File: config.mk
export PLATFORM = sky130hd
export DESIGN_NAME = jk_bank_sequencer
export DESIGN_NICKNAME = d
export VERILOG_FILES = /design/src/rtl/jk_seq_pkg.sv /design/src/rtl/jk_cmd_fifo.sv /design/src/rtl/jk_bank_sequencer.sv
export SDC_FILE = /design/constraint.sdc
export NUM_CORES = 1
export LEC_CHECK = 0
export ABC_CLOCK_PERIOD_IN_PS = 2600
export CORE_UTILIZATION = 53
export CTS_CLUSTER_SIZE = 24
export DETAILED_ROUTE_END_ITERATION = 12
export PLACE_DENSITY = 0.78
export SETUP_SLACK_MARGIN = 0.05
export SLEW_MARGIN = 15
export SYNTH_ARGS = -nofsm -noshare
export SYNTH_HDL_FRONTEND = slang
export SYNTH_SLANG_ARGS = --single-unit
export TNS_END_PERCENT = 10
File: constraint.sdc
create_clock -name clk -period 2.6 [get_ports clk]
set_input_delay 0.78 -clock clk [delete_from_list [all_inputs] [get_ports clk]]
set_output_delay 0.78 -clock clk [all_outputs]
set_load 0.02 [all_outputs]
File: src/rtl/jk_seq_pkg.sv
// Shared types and helpers for the JK flop bank sequencer.
package jk_seq_pkg;

    // Widest flop index the command format can carry (a bank holds at most 32 flops).
    localparam int IDX_MAX_W = 5;

    typedef enum logic [1:0] {
        OP_HOLD   = 2'b00,
        OP_RESET  = 2'b01,
        OP_SET    = 2'b10,
        OP_TOGGLE = 2'b11
    } jk_op_e;

    typedef enum logic [1:0] {
        IDLE  = 2'd0,
        DRIVE = 2'd1,
        CHECK = 2'd2
    } seq_state_e;

    typedef struct packed {
        logic [IDX_MAX_W-1:0] idx;
        jk_op_e               op;
        logic [2:0]           rep;
    } jk_cmd_t;

    localparam int CMD_W = $bits(jk_cmd_t);

    // Value a healthy JK flop must show after one edge with the given command applied.
    function automatic logic expected_q(input jk_op_e op, input logic prev);
        case (op)
            OP_HOLD:  return prev;
            OP_RESET: return 1'b0;
            OP_SET:   return 1'b1;
            default:  return ~prev;
        endcase
    endfunction

endpackage

File: src/rtl/jk_cmd_fifo.sv
// Small synchronous command FIFO; head entry is visible combinationally so the
// sequencer can pop and start driving in the same cycle.
module jk_cmd_fifo
    import jk_seq_pkg::*;
#(
    parameter int DEPTH = 4
) (
    input  logic             clk,
    input  logic             srst,
    input  logic             push,
    input  logic [CMD_W-1:0] wdata,
    input  logic             pop,
    output logic [CMD_W-1:0] rdata,
    output logic             full,
    output logic             empty
);

    localparam int AW = $clog2(DEPTH);

    logic [AW:0]      r_wr_ptr;
    logic [AW:0]      r_rd_ptr;
    logic [CMD_W-1:0] r_mem [DEPTH];
    logic             w_do_push;
    logic             w_do_pop;

    // Extra MSB on each pointer distinguishes full from empty when the low bits match.
    assign empty     = (r_wr_ptr == r_rd_ptr);
    assign full      = (r_wr_ptr[AW] != r_rd_ptr[AW]) &&
                       (r_wr_ptr[AW-1:0] == r_rd_ptr[AW-1:0]);
    assign w_do_push = push && !full;
    assign w_do_pop  = pop && !empty;
    assign rdata     = r_mem[r_rd_ptr[AW-1:0]];

    // Pointer update; reset flushes the queue.
    always_ff @(posedge clk) begin
        if (srst) begin
            r_wr_ptr <= '0;
            r_rd_ptr <= '0;
        end else begin
            if (w_do_push) r_wr_ptr <= r_wr_ptr + 1'b1;
            if (w_do_pop)  r_rd_ptr <= r_rd_ptr + 1'b1;
        end
    end

    // Storage write; contents need no reset since occupancy is tracked by the pointers.
    always_ff @(posedge clk) begin
        if (w_do_push) r_mem[r_wr_ptr[AW-1:0]] <= wdata;
    end

endmodule

File: src/rtl/jk_bank_sequencer.sv
// Command-driven exerciser for a bank of JK flops: drives one flop per command
// step, then checks its output on the following cycle and latches errors.
module jk_bank_sequencer
    import jk_seq_pkg::*;
#(
    parameter int N_FF       = 8,
    parameter int FIFO_DEPTH = 4,
    parameter int IDX_W      = $clog2(N_FF)
) (
    input  logic             clk,
    input  logic             reset,
    input  logic             cmd_valid,
    output logic             cmd_ready,
    input  logic [IDX_W-1:0] cmd_idx,
    input  logic [1:0]       cmd_op,
    input  logic [2:0]       cmd_rep,
    output logic [N_FF-1:0]  j_vec,
    output logic [N_FF-1:0]  k_vec,
    input  logic [N_FF-1:0]  ff_q,
    output logic             busy,
    output logic             done,
    output logic             err,
    output logic [IDX_W-1:0] err_idx,
    input  logic             err_clr
);

    localparam logic [IDX_MAX_W:0] NFF_L = (IDX_MAX_W+1)'(N_FF);

    seq_state_e        r_state;
    logic [IDX_W-1:0]  r_cur_idx;
    jk_op_e            r_cur_op;
    logic [2:0]        r_rep_left;
    logic              r_oor;
    logic              r_prev;
    logic [N_FF-1:0]   r_j_vec;
    logic [N_FF-1:0]   r_k_vec;
    logic              r_done;
    logic              r_err;
    logic [IDX_W-1:0]  r_err_idx;

    logic              w_full;
    logic              w_empty;
    logic              w_push;
    logic              w_pop;
    jk_cmd_t           w_wcmd;
    jk_cmd_t           w_head;
    logic [CMD_W-1:0]  w_wdata;
    logic [CMD_W-1:0]  w_rdata;
    logic              w_head_oor;
    logic              w_rep_again;
    logic [IDX_W-1:0]  w_drv_idx;
    jk_op_e            w_drv_op;
    logic              w_drv_oor;
    logic [N_FF-1:0]   w_sel;
    logic [N_FF-1:0]   w_j_next;
    logic [N_FF-1:0]   w_k_next;
    logic              w_chk_err;

    assign cmd_ready = !w_full;
    assign w_push    = cmd_valid && !w_full;

    assign w_wcmd.idx = IDX_MAX_W'(cmd_idx);
    assign w_wcmd.op  = jk_op_e'(cmd_op);
    assign w_wcmd.rep = cmd_rep;
    assign w_wdata    = w_wcmd;
    assign w_head     = jk_cmd_t'(w_rdata);

    jk_cmd_fifo #(
        .DEPTH (FIFO_DEPTH)
    ) u_fifo (
        .clk   (clk),
        .srst  (reset),
        .push  (w_push),
        .wdata (w_wdata),
        .pop   (w_pop),
        .rdata (w_rdata),
        .full  (w_full),
        .empty (w_empty)
    );

    // Out-of-range targets are consumed without touching the bank.
    assign w_head_oor  = ({1'b0, w_head.idx} >= NFF_L);
    assign w_rep_again = (r_state == CHECK) && !r_oor && (r_rep_left != 3'd0);
    assign w_pop       = !w_empty &&
                         ((r_state == IDLE) || ((r_state == CHECK) && !w_rep_again));

    // The next DRIVE targets either a freshly popped command or a repeat of the current one.
    assign w_drv_idx = w_pop ? IDX_W'(w_head.idx) : r_cur_idx;
    assign w_drv_op  = w_pop ? w_head.op : r_cur_op;
    assign w_drv_oor = w_pop ? w_head_oor : r_oor;

    // One-hot select of the flop about to be driven.
    generate
        for (genvar gi = 0; gi < N_FF; gi++) begin : g_sel
            assign w_sel[gi] = (w_drv_idx == IDX_W'(gi)) && !w_drv_oor;
        end
    endgenerate

    // op[1] maps to J and op[0] to K, so hold leaves both lines low.
    assign w_j_next = w_sel & {N_FF{w_drv_op[1]}};
    assign w_k_next = w_sel & {N_FF{w_drv_op[0]}};

    assign w_chk_err = (r_state == CHECK) &&
                       (r_oor || (ff_q[r_cur_idx] != expected_q(r_cur_op, r_prev)));

    // Sequencer FSM with registered j/k/done outputs and sticky error status.
    always_ff @(posedge clk) begin
        if (reset) begin
            r_state    <= IDLE;
            r_cur_idx  <= '0;
            r_cur_op   <= OP_HOLD;
            r_rep_left <= '0;
            r_oor      <= 1'b0;
            r_prev     <= 1'b0;
            r_j_vec    <= '0;
            r_k_vec    <= '0;
            r_done     <= 1'b0;
            r_err      <= 1'b0;
            r_err_idx  <= '0;
        end else begin
            r_j_vec <= '0;
            r_k_vec <= '0;
            r_done  <= 1'b0;
            case (r_state)
                IDLE: begin
                    if (w_pop) begin
                        r_cur_idx  <= IDX_W'(w_head.idx);
                        r_cur_op   <= w_head.op;
                        r_rep_left <= w_head.rep;
                        r_oor      <= w_head_oor;
                        r_j_vec    <= w_j_next;
                        r_k_vec    <= w_k_next;
                        r_state    <= DRIVE;
                    end
                end
                DRIVE: begin
                    // Flop output still shows its pre-edge value here.
                    r_prev  <= r_oor ? 1'b0 : ff_q[r_cur_idx];
                    r_done  <= r_oor || (r_rep_left == 3'd0);
                    r_state <= CHECK;
                end
                CHECK: begin
                    if (w_rep_again) begin
                        r_rep_left <= r_rep_left - 3'd1;
                        r_j_vec    <= w_j_next;
                        r_k_vec    <= w_k_next;
                        r_state    <= DRIVE;
                    end else if (w_pop) begin
                        r_cur_idx  <= IDX_W'(w_head.idx);
                        r_cur_op   <= w_head.op;
                        r_rep_left <= w_head.rep;
                        r_oor      <= w_head_oor;
                        r_j_vec    <= w_j_next;
                        r_k_vec    <= w_k_next;
                        r_state    <= DRIVE;
                    end else begin
                        r_state <= IDLE;
                    end
                end
                default: r_state <= IDLE;
            endcase

            // A new error outranks a simultaneous clear.
            if (w_chk_err) begin
                r_err     <= 1'b1;
                r_err_idx <= r_cur_idx;
            end else if (err_clr) begin
                r_err <= 1'b0;
            end
        end
    end

    assign j_vec   = r_j_vec;
    assign k_vec   = r_k_vec;
    assign done    = r_done;
    assign err     = r_err;
    assign err_idx = r_err_idx;
    assign busy    = (r_state != IDLE) || !w_empty;

endmodule

# Word level (Yosys, flattened, before mapping)
# Memories as Yosys holds them, arrays and structs flattened. A register that Yosys moved wholly into a read port is not among the register bits.
# Cells that the tools add are included.
op_classes:
  bitwise_logic: 4
  add_sub_neg: 3
  mux: 32
  n_lt_le_gt_ge: 2
  eq_ne: 17
  n_reduce_logical: 36
ops:
  columns: ["operator", "count"]
  rows:
  - ["$mux W8", 4]
  - ["$pmux W8 S2", 2]
  - ["$logic_and A1 B1 Y1", 17]
  - ["$and A8 B8 Y8", 2]
  - ["$eq A3 B3 Y1 const B", 4]
  - ["$mux W3", 4]
  - ["$pmux W3 S2", 2]
  - ["$mux W1", 10]
  - ["$mux W2", 5]
  - ["$add A3 B1 Y3 const B", 2]
  - ["$eq A3 B2 Y1 const B", 2]
  - ["$logic_not A3 Y1", 2]
  - ["$pmux W2 S3", 1]
  - ["$reduce_bool A2 Y1", 3]
  - ["$ge A5 B4 Y1 const B", 1]
  - ["$logic_not A1 Y1", 5]
  - ["$eq A2 B1 Y1 const B", 2]
  - ["$eq A2 B2 Y1 const B", 2]
  - ["$logic_not A2 Y1", 2]
  - ["$logic_or A1 B1 Y1", 4]
  - ["$lt A3 B4 Y1 const B", 1]
  - ["$pmux W2 S2", 1]
  - ["$bmux W1 S3", 1]
  - ["$eq A3 B1 Y1 const B", 1]
  - ["12 further kinds", 14]
word_totals:
  elab_cells: 108
  mem_bits_rw: 32
  inputBits: 20
  ff_bits: 39
  out_inout_bits: 23
  memories: 1
memory_table:
  columns: ["name", "depth", "width", "rd", "rd_clocked_by_memory_dff", "write_ports", "line_no", "rtl"]
  rows:
  - ["u_fifo.r_mem", 4, 8, 1, 1, 1, "jk_cmd_fifo.sv:22", "logic [CMD_W-1:0] r_mem [DEPTH];"]

# Logic depth before layout (Yosys ltp)
# Gate-level depths: netlist (run 1).
depth:
  depth_word: 14
  ltp_mapped: 10
  depth_no_buf: 8

# Modules after synthesis
# From an unflattened synthesis (run 1), not the netlist that was laid out.
unflattened:
  hier_cells: 287
  area_unflattened_um2: 3440.8
modules_own_cells:
  columns: ["mod", "cells_per_inst", "area_each_um2", "instances", "seq_area_each_um2"]
  rows:
  - ["jk_cmd_fifo", 120, 2016.9, 1, 1361.3]
  - ["jk_bank_sequencer", 167, 1423.9, 1, 660.6]

# Worst setup path before layout (run 1)
# No wires, ideal clock.
synth_path:
  path_type: "reg2reg"
  from: "register r_rep_left[0]"
  to: "register r_j_vec[1], in the netlist j_vec[1]"
  required_time_ns: 2.478
  setup_ns: 0.122
  n_path_buf: 3
  arrival_time_ns: 1.882
  period_less_slack_ns: 2.004
  path_stages_with_launch: 11
  path_slack_ns: 0.596
  path_cell_list: "dfxtp_1 > inv_1 > ha_1 > ha_1 > or3b_1 > buf_6 > o311a_1 > buf_6 > buf_6 > a31oi_2 > nor2_1"
synth_via:
  elab_chain_cells: 13
  elab_cells_between_ends: 16
  classes_between: "eq/ne: 1; mux: 6; bitwise: 1; reduce/logical: 8"
synth_rtl:
  columns: ["item", "line_no", "rtl"]
  rows:
  - ["start, declared", "jk_bank_sequencer.sv:32", "logic [2:0] r_rep_left;"]
  - ["start signal, assigned", "jk_bank_sequencer.sv:129", "r_rep_left <= w_head.rep;"]
  - ["start signal, assigned", "jk_bank_sequencer.sv:144", "r_rep_left <= r_rep_left - 3'd1;"]
  - ["start signal, assigned", "jk_bank_sequencer.sv:151", "r_rep_left <= w_head.rep;"]
  - ["$reduce_bool A3 Y1 *", "jk_bank_sequencer.sv:83", "assign w_rep_again = (r_state == CHECK) && !r_oor && (r_rep_left != 3'd0);"]
  - ["$logic_and A1 B1 Y1 *", "jk_bank_sequencer.sv:83", null]
  - ["$logic_not A1 Y1", "jk_bank_sequencer.sv:85", "((r_state == IDLE) || ((r_state == CHECK) && !w_rep_again));"]
  - ["$logic_and A1 B1 Y1", "jk_bank_sequencer.sv:85", null]
  - ["$logic_or A1 B1 Y1", "jk_bank_sequencer.sv:85", null]
  - ["$logic_and A1 B1 Y1", "jk_bank_sequencer.sv:84", "assign w_pop = !w_empty &&"]
  - ["$mux W3 / $mux W1 (equally long branches)", null, null]
  - ["$eq A3 B1 Y1 / $logic_not A1 Y1 (equally long branches)", "jk_bank_sequencer.sv:95", "assign w_sel[gi] = (w_drv_idx == IDX_W'(gi)) && !w_drv_oor;"]
  - ["$logic_and A1 B1 Y1", "jk_bank_sequencer.sv:95", null]
  - ["$and A8 B8 Y8", "jk_bank_sequencer.sv:100", "assign w_j_next = w_sel & {N_FF{w_drv_op[1]}};"]
  - ["$mux W8", "jk_bank_sequencer.sv:126, jk_bank_sequencer.sv:148", null]
  - ["$mux W8", "jk_bank_sequencer.sv:143", "if (w_rep_again) begin"]
  - ["$pmux W8 S2 *", "jk_bank_sequencer.sv:124", "case (r_state)"]
  - ["end signal, assigned", "jk_bank_sequencer.sv:131", "r_j_vec <= w_j_next;"]
  - ["end signal, assigned", "jk_bank_sequencer.sv:145", "r_j_vec <= w_j_next;"]
  - ["end signal, assigned", "jk_bank_sequencer.sv:153", "r_j_vec <= w_j_next;"]
  - ["end, declared", "jk_bank_sequencer.sv:35", "logic [N_FF-1:0] r_j_vec;"]
# Every way passes the cells marked *; elsewhere a longest branch is shown, timed or not.
# A chain may end at the register's enable or synchronous reset.

# Worst setup path in the final report (run 1)
layout_path:
  from: "register u_fifo.r_rd_ptr[0]"
  to: "output port cmd_ready"
layout_via:
  elab_chain_cells: 3
layout_rtl:
  columns: ["item", "line_no", "rtl"]
  rows:
  - ["start, declared", "jk_cmd_fifo.sv:21", "logic [AW:0] r_rd_ptr;"]
  - ["start signal, assigned", "jk_cmd_fifo.sv:41", "if (w_do_pop) r_rd_ptr <= r_rd_ptr + 1'b1;"]
  - ["$eq A2 B2 Y1", "jk_cmd_fifo.sv:29", "(r_wr_ptr[AW-1:0] == r_rd_ptr[AW-1:0]);"]
  - ["$logic_and A1 B1 Y1", "jk_cmd_fifo.sv:28", "assign full = (r_wr_ptr[AW] != r_rd_ptr[AW]) &&"]
  - ["$logic_not A1 Y1", "jk_bank_sequencer.sv:59", "assign cmd_ready = !w_full;"]
  - ["end, declared", "jk_bank_sequencer.sv:13", "output logic cmd_ready,"]
# Every way passes these cells.

==> metrics.txt, run 1 <==
status=finished, final reports clean; via count=~1900; # DRC=0; Initial Utilization=0.562; synth unique cells=37; area grow syn2layout=26.3%; first-pass GRT wire length=slightly below 9 mm; final hold vios=0; CTS sink count=between 70 and 80; worst-margin pin slew=around 0.76 ns; routed vias/inst=between 5 and 6; maximum VDD drop=~0.00063 V; drt total wl=5.26 mm; First-pass DRT Iterations=4; Worst Setup Start Kind=flip-flop; RSZ-0062 raised after global routing=no; endpoints failing setup=0; Final GP Congestion=between 0.7 and 0.8; Cells after Synth=around 230; FFs w/ async S/R, synth=0; Post-CTS Setup Inserts=0; P per Cell Area=1010 mW/mm²; die footprint=roughly 0.0059 mm²; setup TNS=0 ns; Crit. Startpoint=u_fifo.r_rd_ptr[0]; Worst EP required=between 1.5 and 2 ns; CP Class=flip-flop to output pin; Final Power=approximately 0.0038 W; CP peak stage delay=between 0.4 and 0.5 ns; area leader, netlist=edfxtp_1; top cell type's share of synthesized area=0.326; initial antenna violation count=0; number of global-route vias before repair=around 1800; layout cells sized above 1=0.155; Routed wire per std cell=between 10 and 15 µm; Synth Flop Type=dfxtp_1; Synth top cells by count=dfxtp_1 (41), nor2_1 (36), edfxtp_1 (32), mux2i_1 (14), inv_1 (10); post-route ant nets=0; num ports=43; synth top area cells=edfxtp_1 (33%), dfxtp_1 (28%), mux4_2 (6.9%), mux2i_1 (4.8%), nor2_1 (4.6%); Mean Syn Cell Area=~13 µm²; Die Y=76.5 µm; First DRT Iteration DRCs=110; Clock Skew=0.00345 ns; Synth Net Count=around 260; R2R Path Start=r_rep_left[0]; multi-input logic area=between 0.001 and 0.0015 mm²; worst path bufs/invs=1; total gr overflow=0; Seq/Total Area, Yosys=0.605; H-tree Lvls=3; CTS Buffer Depth=2; CTS clk-pin slew, worst paths=0.07 ns; Pleak=between 1 and 1.5 nW; Worst Hold Class=flip-flop to flip-flop; Die X=around 77 µm; Port Buf Inserts=between 40 and 50; Final min period=around 2.4 ns; largest net degree at the start of global routing=26; Rows=26; Syn. warnings=0; Ant. Diodes=0; TritonCTS clock tree=built; Post-Synthesis Cell Area=slightly below 0.003 mm²; cell family with most CP delay=flip-flops; cells along the critical path=xor2_4 -> or3_1 -> dlygate4sd2_1; dpl hpwl=roughly 3.6 mm; clk_lat worst skew=about 0.34 ns; Hold Startpoint=err_idx[1]; root buffer cell=clkbuf_8; GR Util All Layers=0.202; fmax=between 400 and 500 MHz; Crit Path Max Fanout=6; Register Area=0.00179 mm²; critical path's slowest cell=dfxtp_1; FILL cells=about 370; Final nets=approximately 310; Yosys reg bits=73; Slew headroom=0.494; Placeable Area=between 0.005 and 0.006 mm²; most frequent cell after synthesis=dfxtp_1; period utilisation layout=0.917; crit end category=output pin; max_cap viols=0; max-slew violations=0; Worst Path Arrival=1.60 ns; EDFF count, synth=32; CTS Buf Count=9
==> layout make-up <==
cell class,instances,area share
Sequential cell,73,0.480
Timing Repair Buffer,47,0.123
Inverter,10,0.0101
Tap cell,70,0.0235
Clock buffer,13,0.0515
Clock inverter,3,0.0114
Multi-Input combinational cell,138,0.300
==> state kept, by name, summed over array words and instances, names as in the netlist, 2 cells and up, named ones only <==
signal	count
k_vec	8
r_rep_left	3
r_cur_op	2
u_fifo.r_rd_ptr	3
r_cur_idx	3
err_idx	3
r_state	2
j_vec	8
u_fifo.r_wr_ptr	3
u_fifo.r_mem	32
==> per-stage QoR <==
stage	hold WS, ns	instance area, µm²	cells	util	setup slack [ns]
final	0.483	3720	354	0.710	0.215
after global routing	0.503	3720	354	0.710	0.132
after CTS	0.485	3680	354	0.704	0.0108
after detailed placement	0.473	3430	338	0.655	0.0431
after global placement	0.462	3430	338	0.655	0.0959
after floorplan	0.449	2950	229	-	0.596
==> per-layer routing <==
| layer | part of all wire | track usage |
|---|---|---|
| met4 | 0.020 | 0.104 |
| met2 | 0.50 | 0.335 |
| met5 | 0 | 0 |
| met1 | 0.45 | 0.250 |
| met3 | 0.036 | 0.0431 |
==> power by group <==
group / total (W) / internal [W] / switching [W]
logic: 0.00123 / 0.000595 / 0.000633
clock network: 0.000987 / 0.000585 / 0.000402
registers: 0.00154 / 0.00136 / 0.000179
total: 0.00375 / 0.00254 / 0.00121
==> layout by cell type, fill, tap and decap left out, types with 5 or more instances in the layout <==
cell type        netlist  routed
a21oi_1                8       8
buf_4                  0       5
clkbuf_8               0      10
clkdlybuf4s50_1        0      40
dfxtp_1               41      37
edfxtp_1              32      32
ha_1                   7       7
inv_1                 10      10
mux2i_1               14      14
mux4_2                 9       9
nand2_1                9       9
nand2b_1               8       8
nor2_1                36      36
xnor2_1                5       5
==> what timing repair did <==
item	in CTS	in global routing
gates resized for setup	6	6
endpoints found under the setup margin	2	1
hold buffers	0	0
gates cloned	0	0
==> tightest hold or removal path, delay by kind of cell (launching register included) <==
kind          cells  cell delay (ns)
flops             1             0.31
simple gates      1             0.06
mux               1             0.06
==> path summary, 6_finish.rpt <==
check                to  slack (ns)  cells past startpoint
max           cmd_ready        0.22                      3
min reg2reg  err_idx[1]        0.48                      2
max reg2reg    k_vec[6]        0.33                      8
min          err_idx[1]        0.48                      2
==> logic make-up after synthesis <==
group,count (synthesis),synth area share
flip-flops,73,0.605
multiplexers,24,0.124
AND/OR/NAND/NOR,71,0.114
XOR/XNOR,9,0.0268
adder cells (fa/ha/maj),7,0.0297
buffers and inverters,18,0.0336
AO/OA/AOI/OAI,27,0.0667
No activity file was read; power rests on OpenSTA's default activity.
==> run 2: changes to the inputs <==
CELL_PAD_IN_SITES_DETAIL_PLACEMENT = 1   (was unset)
CELL_PAD_IN_SITES_GLOBAL_PLACEMENT = 2   (was unset)
CORE_UTILIZATION = 36   (was 53)
PLACE_DENSITY = unset   (was 0.78)
PLACE_DENSITY_LB_ADDON = 0.1   (was unset)
SLEW_MARGIN = 25   (was 15)
==> run 2 against run 1 <==
Compared with the run above:
- setup slack worse by 0.080 ns
- critical endpoint unchanged
- combinational power up 4%
- sequential share of layout area down 0.64 points
- clock skew up 0.013 ns
- critical path depth up 1
- design area up 1.1%
==> metrics.txt, run 2 (synthesized netlist as in run 1, its figures left out) <==
Final Non-Filler Cells=393 (+11%); clk_lat worst skew=0.34 ns (about the same); CTS sink count=73 (unchanged); status=finished, final reports clean; Rows=32 (+23%); fmax=406 MHz (-3.3%); CTS clk-pin slew, worst paths=0.08 ns (about the same); endpoints failing setup=0 (unchanged); max-slew violations=0 (unchanged); commonest non-fill, non-tap cell in the layout=dfxtp_1; max reg flops=32 (unchanged); Cell Int Power=0.00260 W (+2.3%); number of global-route vias before repair=1863 (+1.8%); Slew headroom=0.564 (+0.0698); Placeable Area=0.00781 mm² (+49%); TritonCTS clock tree=built; post-route ant nets=0 (unchanged); R2R Path Start=r_rep_left[0]; WHS Path Cells=2 (unchanged); Worst Hold Class=flip-flop to flip-flop; Worst R2R Setup Slack=0.36 ns (+0.03 ns); FILL cells=812 (+120%); first-pass GRT wire length=9.78 mm (+10%); die footprint=0.00855 mm² (+46%); combinational share of power=0.331 (+0.004); layout cells sized above 1=0.148 (-0.00716); sw power=0.00125 W (+3.2%); CTS Buf Count=9 (unchanged); Worst Hold End=err_idx[1]; reg2reg path depth=9 (+1); Routed wire per std cell=15.1 µm (+1.8%); Initial Utilization=0.377 (-0.185); worst-margin pin slew=0.654 ns (-0.105 ns); Port Buf Inserts=42 (unchanged); CTS Hold Bufs=0 (unchanged); switch share=0.325 (+0.00184); Flop pwr share=0.394 (-0.016); CP Class=flip-flop to output pin; max_cap viols=0 (unchanged); drt total wl=5.94 mm (+13%); Ant. Diodes=0 (unchanged); Final min period=2.46 ns (+0.0805 ns); Die Y=92.5 µm (+21%); period utilisation layout=0.948 (+0.0310); routed vias/inst=4.72 (-9.8%); CTS Buffer Depth=2 (unchanged); P per Cell Area=1020 mW/mm² (+1.5%); setup TNS=0 ns (unchanged); num ports=43 (unchanged); Crit. Startpoint=u_fifo.r_wr_ptr[1]; final hold vios=0 (unchanged); largest net degree at the start of global routing=26 (unchanged); maximum VDD drop=0.000445 V (-30%); RSZ-0062 raised after global routing=yes; Final GP Congestion=0.681 (-8.2%); Worst EP required=1.82 ns (about the same); commonest cells after routing, fill and taps aside=dfxtp_1 (41), clkdlybuf4s50_1 (40), nor2_1 (36); # DRC=0 (unchanged); total gr overflow=0 (unchanged); Die X=92.5 µm (+21%); crit end category=output pin; Clock Skew=0.0166 ns (+0.0132 ns); FF-to-FF End=u_fifo.r_rd_ptr[2]; Final nets=313 (+2.3%); Clock power frac=0.275 (+0.012); root buffer cell=clkbuf_8; DP Cell Count=377 (+12%); Worst Setup Start Kind=flip-flop; H-tree Lvls=3 (unchanged); First-pass DRT Iterations=4 (unchanged); GR Util All Layers=0.153 (-0.0492); Hold Startpoint=err_idx[1]; Crit Path Max Fanout=6 (unchanged); area grow syn2layout=27.7%; initial antenna violation count=0 (unchanged); Pleak=1.35 nW (+2.0%); via count=1854 (+0.11%); First DRT Iteration DRCs=47 (-57%); Worst Path Arrival=1.68 ns (+0.08 ns); dpl hpwl=4.22 mm (+16%)
run 2: worst max-delay path, cell delays in order (launching register included):
cell	delay, ns
dfxtp_1	0.36
xor2_1	0.17
buf_4	0.16
or3_1	0.33
dlygate4sd2_1	0.32
run 2: how the worst max path moves through the flow:
| stage | slack [ns] | endpoint | cells past startpoint |
|---|---|---|---|
| final | 0.14 | cmd_ready | 4 |
| after floorplan | 0.60 | j_vec[1] | 10 |
| after global routing | 0.05 | busy | 5 |
| after CTS | 0.10 | cmd_ready | 4 |
| after global placement | 0.08 | err_idx[0] | 6 |
| after detailed placement | 0.04 | err_idx[0] | 6 |
run 2: timing repair:
| item | 4_1_cts | 5_1_grt |
|---|---|---|
| buffers inserted | 0 | 0 |
| endpoints found under the setup margin | 2 | 2 |
| gates resized for setup | 3 | 0 |
run 2: stage by stage:
stage	setup slack [ns]	util	hold slack, ns	area [µm²]	total power [W]
floorplan	0.596	-	0.449	2950	0.00247
detailed placement	0.0424	0.451	0.474	3520	0.00284
CTS	0.101	0.482	0.487	3760	0.00390
finish	0.135	0.482	0.483	3760	0.00385
global placement	0.0753	0.451	0.466	3520	0.00283
global route	0.0479	0.482	0.507	3760	0.00410
run 2: routing by layer:
layer	global-route usage	up-vias	share of wire	wire length, µm
met3	0.0328	8	0.034	202
li1	-	925	-	-
met4	0.0625	0	0.015	87
met2	0.237	38	0.45	2690
met1	0.208	883	0.50	2970
met5	0	-	0	0
run 2: final cells by class:
type	instances	area [µm²]	share of cell area
tap	102	128	0.0339
sequential	73	1780	0.474
multi-input combinational	138	1070	0.285
inverter	10	37.5	0.00998
clock buffer	10	128	0.0339
clock inverter	6	108	0.0286
timing repair buffer	54	508	0.135
run 2: power groups by stage:
stage	Clock, W	Sequential [W]	Combinational (W)
after detailed placement	0	0.00154	0.00130
final	0.00106	0.00152	0.00128
after global routing	0.00113	0.00155	0.00142
after floorplan	0	0.00149	0.000981
after CTS	0.00108	0.00152	0.00130
after global placement	0	0.00154	0.00129
